[config.mk]
export PLATFORM = sky130hd
export DESIGN_NAME = bounce_gen
export DESIGN_NICKNAME = d
export VERILOG_FILES = /design/src/rtl/debounce_pkg.sv /design/src/rtl/lfsr16.sv /design/src/rtl/bounce_gen.sv
export SDC_FILE = /design/constraint.sdc
export NUM_CORES = 1
export LEC_CHECK = 0
export ABC_AREA = 1
export CORE_MARGIN = 4
export CORE_UTILIZATION = 37
export CTS_CLUSTER_SIZE = 16
export DETAILED_ROUTE_END_ITERATION = 6
export HOLD_SLACK_MARGIN = 0.05
export PLACE_DENSITY = 0.57
export SYNTH_ARGS = -nofsm -noshare
export SYNTH_HDL_FRONTEND = slang
export SYNTH_SLANG_ARGS = --single-unit
[constraint.sdc]
create_clock -name clk -period 3.7 [get_ports clk]
set_input_delay 1.11 -clock clk [delete_from_list [all_inputs] [get_ports clk]]
set_output_delay 1.11 -clock clk [all_outputs]
set_load 0.01 [all_outputs]
[src/rtl/debounce_pkg.sv]
// Shared definitions for the switch-bounce emulator and its debouncer:
// state codes, LFSR defaults/taps and the bounce phase width.
package debounce_pkg;

    typedef enum logic [1:0] {
        ST_IDLE   = 2'b00,
        ST_BOUNCE = 2'b01,
        ST_SETTLE = 2'b10
    } bounce_state_t;

    localparam logic [15:0] LFSR_SEED_DEFAULT = 16'hACE1;

    // Fibonacci tap positions, numbered 1..16 from the output end.
    localparam int LFSR_TAP_A = 16;
    localparam int LFSR_TAP_B = 14;
    localparam int LFSR_TAP_C = 13;
    localparam int LFSR_TAP_D = 11;

    localparam int PHASE_W  = 8;
    localparam int TOGGLE_W = 5;

    function automatic logic [15:0] lfsr_next(input logic [15:0] q);
        logic fb;
        fb = q[16-LFSR_TAP_A] ^ q[16-LFSR_TAP_B] ^ q[16-LFSR_TAP_C] ^ q[16-LFSR_TAP_D];
        return {fb, q[15:1]};
    endfunction

    // Two toggles per glitch pair, plus one more if the line must change level.
    function automatic logic [TOGGLE_W-1:0] toggle_count(input logic [3:0] n_pairs,
                                                         input logic       target,
                                                         input logic       current);
        return {n_pairs, 1'b0} + {4'b0000, target ^ current};
    endfunction

endpackage

[src/rtl/lfsr16.sv]
// Free-running 16-bit Fibonacci LFSR; supplies pseudo-random bounce phase widths.
module lfsr16
    import debounce_pkg::*;
#(
    parameter logic [15:0] SEED = LFSR_SEED_DEFAULT
) (
    input  logic        clk,
    input  logic        rst_n,
    output logic [15:0] q
);

    logic [15:0] r_q;

    // A zero seed would lock the register at zero forever.
    always_ff @(posedge clk or negedge rst_n) begin
        if (!rst_n) begin
            r_q <= SEED;
        end else begin
            r_q <= lfsr_next(r_q);
        end
    end

    assign q = r_q;

endmodule

[src/rtl/bounce_gen.sv]
// Emulates a bouncing mechanical switch: a burst of randomly spaced toggles
// on sw_out, then a long stable hold at the requested level.
module bounce_gen
    import debounce_pkg::*;
#(
    parameter int unsigned SETTLE_CYC  = 3000000,
    parameter logic        RESET_LEVEL = 1'b0,
    parameter logic [15:0] LFSR_SEED   = LFSR_SEED_DEFAULT
) (
    input  logic       clk,
    input  logic       rst_n,
    input  logic       start,
    input  logic       level_in,
    input  logic [3:0] n_bounce,
    output logic       sw_out,
    output logic       busy,
    output logic       done
);

    localparam int SETTLE_W = (SETTLE_CYC > 1) ? $clog2(SETTLE_CYC) : 1;
    localparam logic [SETTLE_W-1:0] SETTLE_LOAD = SETTLE_W'(SETTLE_CYC - 1);

    bounce_state_t       r_state;
    bounce_state_t       w_state_nxt;
    logic                r_sw;
    logic                w_sw_nxt;
    logic                r_target;
    logic                w_target_nxt;
    logic [TOGGLE_W-1:0] r_rem;
    logic [TOGGLE_W-1:0] w_rem_nxt;
    logic [PHASE_W-1:0]  r_interval;
    logic [PHASE_W-1:0]  w_interval_nxt;
    logic [SETTLE_W-1:0] r_settle;
    logic [SETTLE_W-1:0] w_settle_nxt;
    logic                r_done;
    logic                w_done_nxt;
    logic [TOGGLE_W-1:0] w_toggles;
    logic [15:0]         w_lfsr;
    logic                w_unused_lfsr_hi;

    lfsr16 #(
        .SEED (LFSR_SEED)
    ) u_lfsr (
        .clk   (clk),
        .rst_n (rst_n),
        .q     (w_lfsr)
    );

    assign w_unused_lfsr_hi = ^w_lfsr[15:PHASE_W];
    assign w_toggles        = toggle_count(n_bounce, level_in, r_sw);

    always_ff @(posedge clk or negedge rst_n) begin
        if (!rst_n) begin
            r_state    <= ST_IDLE;
            r_sw       <= RESET_LEVEL;
            r_target   <= RESET_LEVEL;
            r_rem      <= '0;
            r_interval <= '0;
            r_settle   <= '0;
            r_done     <= 1'b0;
        end else begin
            r_state    <= w_state_nxt;
            r_sw       <= w_sw_nxt;
            r_target   <= w_target_nxt;
            r_rem      <= w_rem_nxt;
            r_interval <= w_interval_nxt;
            r_settle   <= w_settle_nxt;
            r_done     <= w_done_nxt;
        end
    end

    always_comb begin
        w_state_nxt    = r_state;
        w_sw_nxt       = r_sw;
        w_target_nxt   = r_target;
        w_rem_nxt      = r_rem;
        w_interval_nxt = r_interval;
        w_settle_nxt   = r_settle;
        w_done_nxt     = 1'b0;

        case (r_state)
            ST_IDLE: begin
                if (start) begin
                    w_target_nxt = level_in;
                    if (w_toggles != '0) begin
                        w_sw_nxt       = ~r_sw;
                        w_rem_nxt      = w_toggles - 5'd1;
                        w_interval_nxt = w_lfsr[PHASE_W-1:0];
                        w_state_nxt    = ST_BOUNCE;
                    end else begin
                        w_settle_nxt = SETTLE_LOAD;
                        w_state_nxt  = ST_SETTLE;
                    end
                end
            end

            ST_BOUNCE: begin
                if (r_interval != '0) begin
                    w_interval_nxt = r_interval - 8'd1;
                end else if (r_rem != '0) begin
                    w_sw_nxt       = ~r_sw;
                    w_rem_nxt      = r_rem - 5'd1;
                    w_interval_nxt = w_lfsr[PHASE_W-1:0];
                end else begin
                    w_settle_nxt = SETTLE_LOAD;
                    w_state_nxt  = ST_SETTLE;
                end
            end

            // The toggle count parity guarantees sw_out already equals the target here.
            ST_SETTLE: begin
                w_sw_nxt = r_target;
                if (r_settle != '0) begin
                    w_settle_nxt = r_settle - SETTLE_W'(1);
                end else begin
                    w_state_nxt = ST_IDLE;
                    w_done_nxt  = 1'b1;
                end
            end

            default: begin
                w_state_nxt = ST_IDLE;
            end
        endcase
    end

    assign sw_out = r_sw;
    assign busy   = (r_state != ST_IDLE);
    assign done   = r_done;

endmodule

Word level (Yosys, flattened, before mapping)
Index checks and enable logic that the tools add are counted.
- output and inout port bits: 3
- bits of input ports: 8
- word-level logic and storage cells: 72
- bits in registers: 56
- $add $sub $neg: 5
- bitwise operators: 5
- reduce and logical (&&, ||, !) cells: 14
- mux-type cells: 29
- equal/unequal tests: 11
- operator list (operator ; count):
    22-bit 2-to-1 mux ; 5
    22-bit case mux with 3 select lines ; 1
    8-bit 2-to-1 mux ; 4
    22-bit nonzero test ; 1
    22-bit by 1-bit subtractor with 22-bit output (second input constant) ; 1
    5-bit 2-to-1 mux ; 4
    2-bit inequality test (second input constant) ; 8
    8-bit case mux with 2 select lines ; 1
    2-bit 2-to-1 mux ; 5
    5-bit case mux with 2 select lines ; 1
    5-bit AND reduction ; 2
    5-bit nonzero test ; 2
    5-bit by 1-bit subtractor with 5-bit output (second input constant) ; 2
    4-bit AND reduction ; 2
    8-bit nonzero test ; 1
    8-bit by 1-bit subtractor with 8-bit output (second input constant) ; 1
    1-bit 2-to-1 mux ; 6
    2-bit case mux with 3 select lines ; 1
    6-bit AND reduction ; 1
    5-bit by 1-bit adder with 5-bit output ; 1
    2-bit nonzero test ; 2
    1-bit bitwise XOR ; 4
    3-bit inequality test (second input constant) ; 1
    1-bit case mux with 3 select lines ; 1
    6 further kinds ; 6

Depth between registers and ports, before layout
- depth in word-level cells: 6
- gate-level depth with buffers: 11
- mapped depth without buffers: 11

Modules after synthesis
A second synthesis with hierarchy kept.
- cell total of the unflattened synthesis: 448
- area, all modules: 3171.8 µm²
- modules (own cells, without submodules) (module ; cells an instance ; area an instance (µm²) ; seq. area each (µm²) ; instances):
    bounce_gen ; 415 ; 2690.1 ; 1001.0 ; 1
    lfsr16 ; 33 ; 481.7 ; 410.4 ; 1

Least setup slack after synthesis
No wires, ideal clock.
- kind: input -> register
- start: input port level_in
- end: register r_rem[4]
- data required time: 3.635 ns
- cell stages on the path: 10
- setup time: 0.065 ns
- path slack: 1.452 ns
- arrival time: 2.183 ns
- path buffers: 0
- path through: inv_1 > nand2_1 > nand2_1 > o21ai_0 > ha_1 > nand2_1 > nor2_1 > xor2_1 > nand2_1 > nand2_1
- longest elaborated chain between the ends: 6
- elaborated cells on any way between the ends: 9
- those cells by class: add/sub (2); eq/ne (1); mux (3); bitwise (1); reduce/logical (2)
- RTL lines (element ; line ; RTL):
    start, declared ; bounce_gen.sv:13 ; input logic level_in,
    1-bit bitwise XOR (*) ; debounce_pkg.sv:32 ; return {n_pairs, 1'b0} + {4'b0000, target ^ current};
    5-bit by 1-bit adder with 5-bit output (*) ; debounce_pkg.sv:32 ;
    5-bit by 1-bit subtractor with 5-bit output ; bounce_gen.sv:87 ; w_rem_nxt = w_toggles - 5'd1;
    5-bit 2-to-1 mux ; bounce_gen.sv:85 ; if (w_toggles != '0) begin
    5-bit 2-to-1 mux ; bounce_gen.sv:83 ; if (start) begin
    5-bit case mux with 2 select lines ; bounce_gen.sv:81 ; case (r_state)
    end signal, assigned ; bounce_gen.sv:65 ; r_rem <= w_rem_nxt;
    end, declared ; bounce_gen.sv:29 ; logic [TOGGLE_W-1:0] r_rem;
Mark *: on every way between the ends. The rest lies on a longest branch, timed or not. The select of a mux whose other input is x is not followed.
A chain may end at the register's enable or synchronous reset.

Worst setup path after layout
Ends and elaborated chain as after synthesis.

==> results_dict.tcl <==
set metrics [dict create \
    crit_arrival_ps 2910 \
    min_from "u_lfsr.q[8]" \
    leakagePower_nw 1.66 \
    final.min_clock_period_ps 2650 \
    critPathMaxFanout 4 \
    finalCritPeriodShare_pct 71.7 \
    vdd_ir_drop_max_mv 0.384 \
    grt_usage_pct 14.0 \
    clk_path_buf_depth 2 \
    maxCapViolations 0 \
    hold_viol_final 0 \
    drt_iter0_drc 137 \
    cts_tree "yes" \
    worst-path-stages 11 \
    io_buffer_count 10 \
    ys_types 28 \
    dp_cells 540 \
    cts_sinks 56 \
    cts-resized-gates 0 \
    drc 0 \
    num_rows 33 \
    grt_pass1_vias 2433 \
    die_h_um 99.9 \
    ys_warn_count 0 \
    seq_area_mm2 0.00141 \
    wirelength_um 6370 \
    reg2reg_depth 7 \
    start_util_pct 38.1 \
    whs_path_depth 0 \
    worst_pin_slew_ps 838 \
    postCtsHoldBufs 0 \
    cp_common_cell "nand2_1" \
    viasPerCell 4.75 \
    relSlewSlack_pct 44.1 \
    netlist_instances 430 \
    slowest_stage "clkdlybuf4s50_1" \
    ant_nets 0 \
    setup_viol 0 \
    dieArea_mm2 0.00999 \
    syn2layout_area_growth_pct 8.84 \
    avgSynthCellArea_um2 7.27 \
    finalSetupTns_ps 0 \
    core-area_mm2 0.00822 \
    yosysSeqAreaShare_pct 45.1 \
    fin_nets 454 \
    die_width_um 99.9 \
    power_density_mw_per_mm2 763 \
    crit_path_cell_trace "clkdlybuf4s50_1, inv_1, nand2_1, nand2_1, o21ai_0, ha_1, nand2_1, nor2_1, xor2_1, nand2_1, nand2_1" \
    hp-class "flop to flop" \
    fillCellCount 864 \
    post-cts-setup-buffer-count 0 \
    synthesis.area_mm2 0.00313 \
    report.final.slew_viol_count 0 \
    grt_max_degree 37 \
    cts_buffers 5 \
    antenna_found_initial 0 \
    grt_first_pass_wirelength_um 11300 \
    io_pins 11 \
    multi_input_area_mm2 0.00151 \
    total_power_mw 2.60 \
    gp_congestion 0.814 \
    clk_latency_ps 310 \
    finalNonFillerCells 548 \
    end_kind "flop" \
    cts_max_level 2 \
    hpwl_um 4680 \
    max_freq_ghz 0.377 \
    vias 2603 \
    cts.root.buffer_cell "clkbuf_8" \
    fin_skew_ps 4.45 \
    worstReg2RegStart "r_state[1]" \
    critPathLaunchType "input port" \
    max_stage_delay_ps 480 \
    path_buf_inv 2 \
    cp_top_family "buffers and inverters" \
    grt-ovfl-total 0 \
    required_ps 3960 \
    yosys_register_bits 56 \
    outcome "finished clean" \
    synth_fp_nets 442 \
    rsz0062_at_grt "false" \
    n_antenna_cell 0 \
    cp-startpoint "level_in" \
    drive_gt1_share_pct 9.03 \
    first_pass_iters 4 \
    clk_transition_reported_paths_ps 100 \
    final_util_pct 41.4 \
    path_class "input port to flop" \
    drt-wirelength-per-cell_um 11.6 \
]
[routing by layer]
layer / up-vias / wire length (µm) / track usage (%)
li1: 1361 / - / -
met1: 1211 / 3200 / 19.0
met4: 0 / 59 / 4.10
met2: 26 / 2950 / 22.5
met5: - / 0 / 0
met3: 5 / 168 / 2.85
[through the flow]
step	setup WS [ps]	hold WS, ps	area (µm²)
after floorplan	1450	331	3130
after global placement	743	334	3310
after detailed placement	722	341	3310
after CTS	1040	367	3400
after global routing	846	374	3400
final	1050	362	3400
[sequential cells by signal, indices dropped and copies added, names as in the netlist]
name and count:
r_target 1, sw_out 1, r_state 2, r_settle 22
r_interval 8, done 1, r_rem 5, u_lfsr.q 16
[logic make-up after synthesis]
| group | after synthesis | share of synthesized area (%) |
|---|---|---|
| AOI/OAI and AO/OA | 34 | 5.80 |
| xor gates and xnor gates | 12 | 3.36 |
| adders and majority gates | 4 | 1.60 |
| buffers and inverters | 46 | 6.72 |
| DFF | 56 | 45.1 |
| and+or+nand+nor | 278 | 37.4 |
[final timing paths]
path,to,slack [ps]
setup / recovery,r_rem[4],1050
hold / removal,u_lfsr.q[7],360
setup reg to reg,r_settle[19],1480
hold reg to reg,u_lfsr.q[7],360
max in group asynchronous,r_interval[6],2130
min in group asynchronous,u_lfsr.q[1],890
[cell usage in the layout (no fill, tap or decap), drive strengths merged]
cell type,instances
clkinvlp,1
nand2,166
buf,3
nor2,69
a21oi,2
nand4,7
or2,4
nor3,2
nand3,27
o21ai,32
clkdlybuf4s50,9
clkinv,2
nand3b,3
ha,4
dfstp,8
xnor2,6
inv,39
clkbuf,5
xor2,6
dfrtp,48
[report_power, final]
part           internal, mW  switching, mW
registers             0.794          0.171
clock network         0.139          0.214
logic                 0.459          0.820
total                  1.39           1.21
[cell usage after synthesis]
master	n	area (µm²)
nand2_1	162	608
nor2_1	62	233
dfrtp_1	48	1200
inv_1	34	128
nand3_1	26	130
o21ai_0	20	100
o21ai_1	11	55.1
dfstp_2	8	210
nand4_1	7	43.8
xnor2_1	6	52.6
xor2_1	6	52.6
nor2_2	5	31.3
buf_6	4	45.0
ha_1	4	50.1
nand2_2	4	25.0
or2_2	4	25.0
inv_2	3	11.3
nand3b_1	3	22.5
a21oi_1	2	10.0
nor2_4	2	22.5
nor3_1	2	10.0
buf_2	1	5.00
buf_4	1	7.51
clkbuf_1	1	3.75
clkinv_1	1	3.75
inv_4	1	6.26
nand3_4	1	17.5
o21ai_4	1	16.3
[layout make-up]
cell class / count / area share [%]
Multi-Input combinational cell: 328 / 44.2
Sequential cell: 56 / 41.5
Inverter: 39 / 4.38
Tap cell: 105 / 3.86
Timing Repair Buffer: 12 / 3.24
Clock buffer: 5 / 2.02
Clock inverter: 3 / 0.809
No activity file was read; power rests on OpenSTA's default activity.
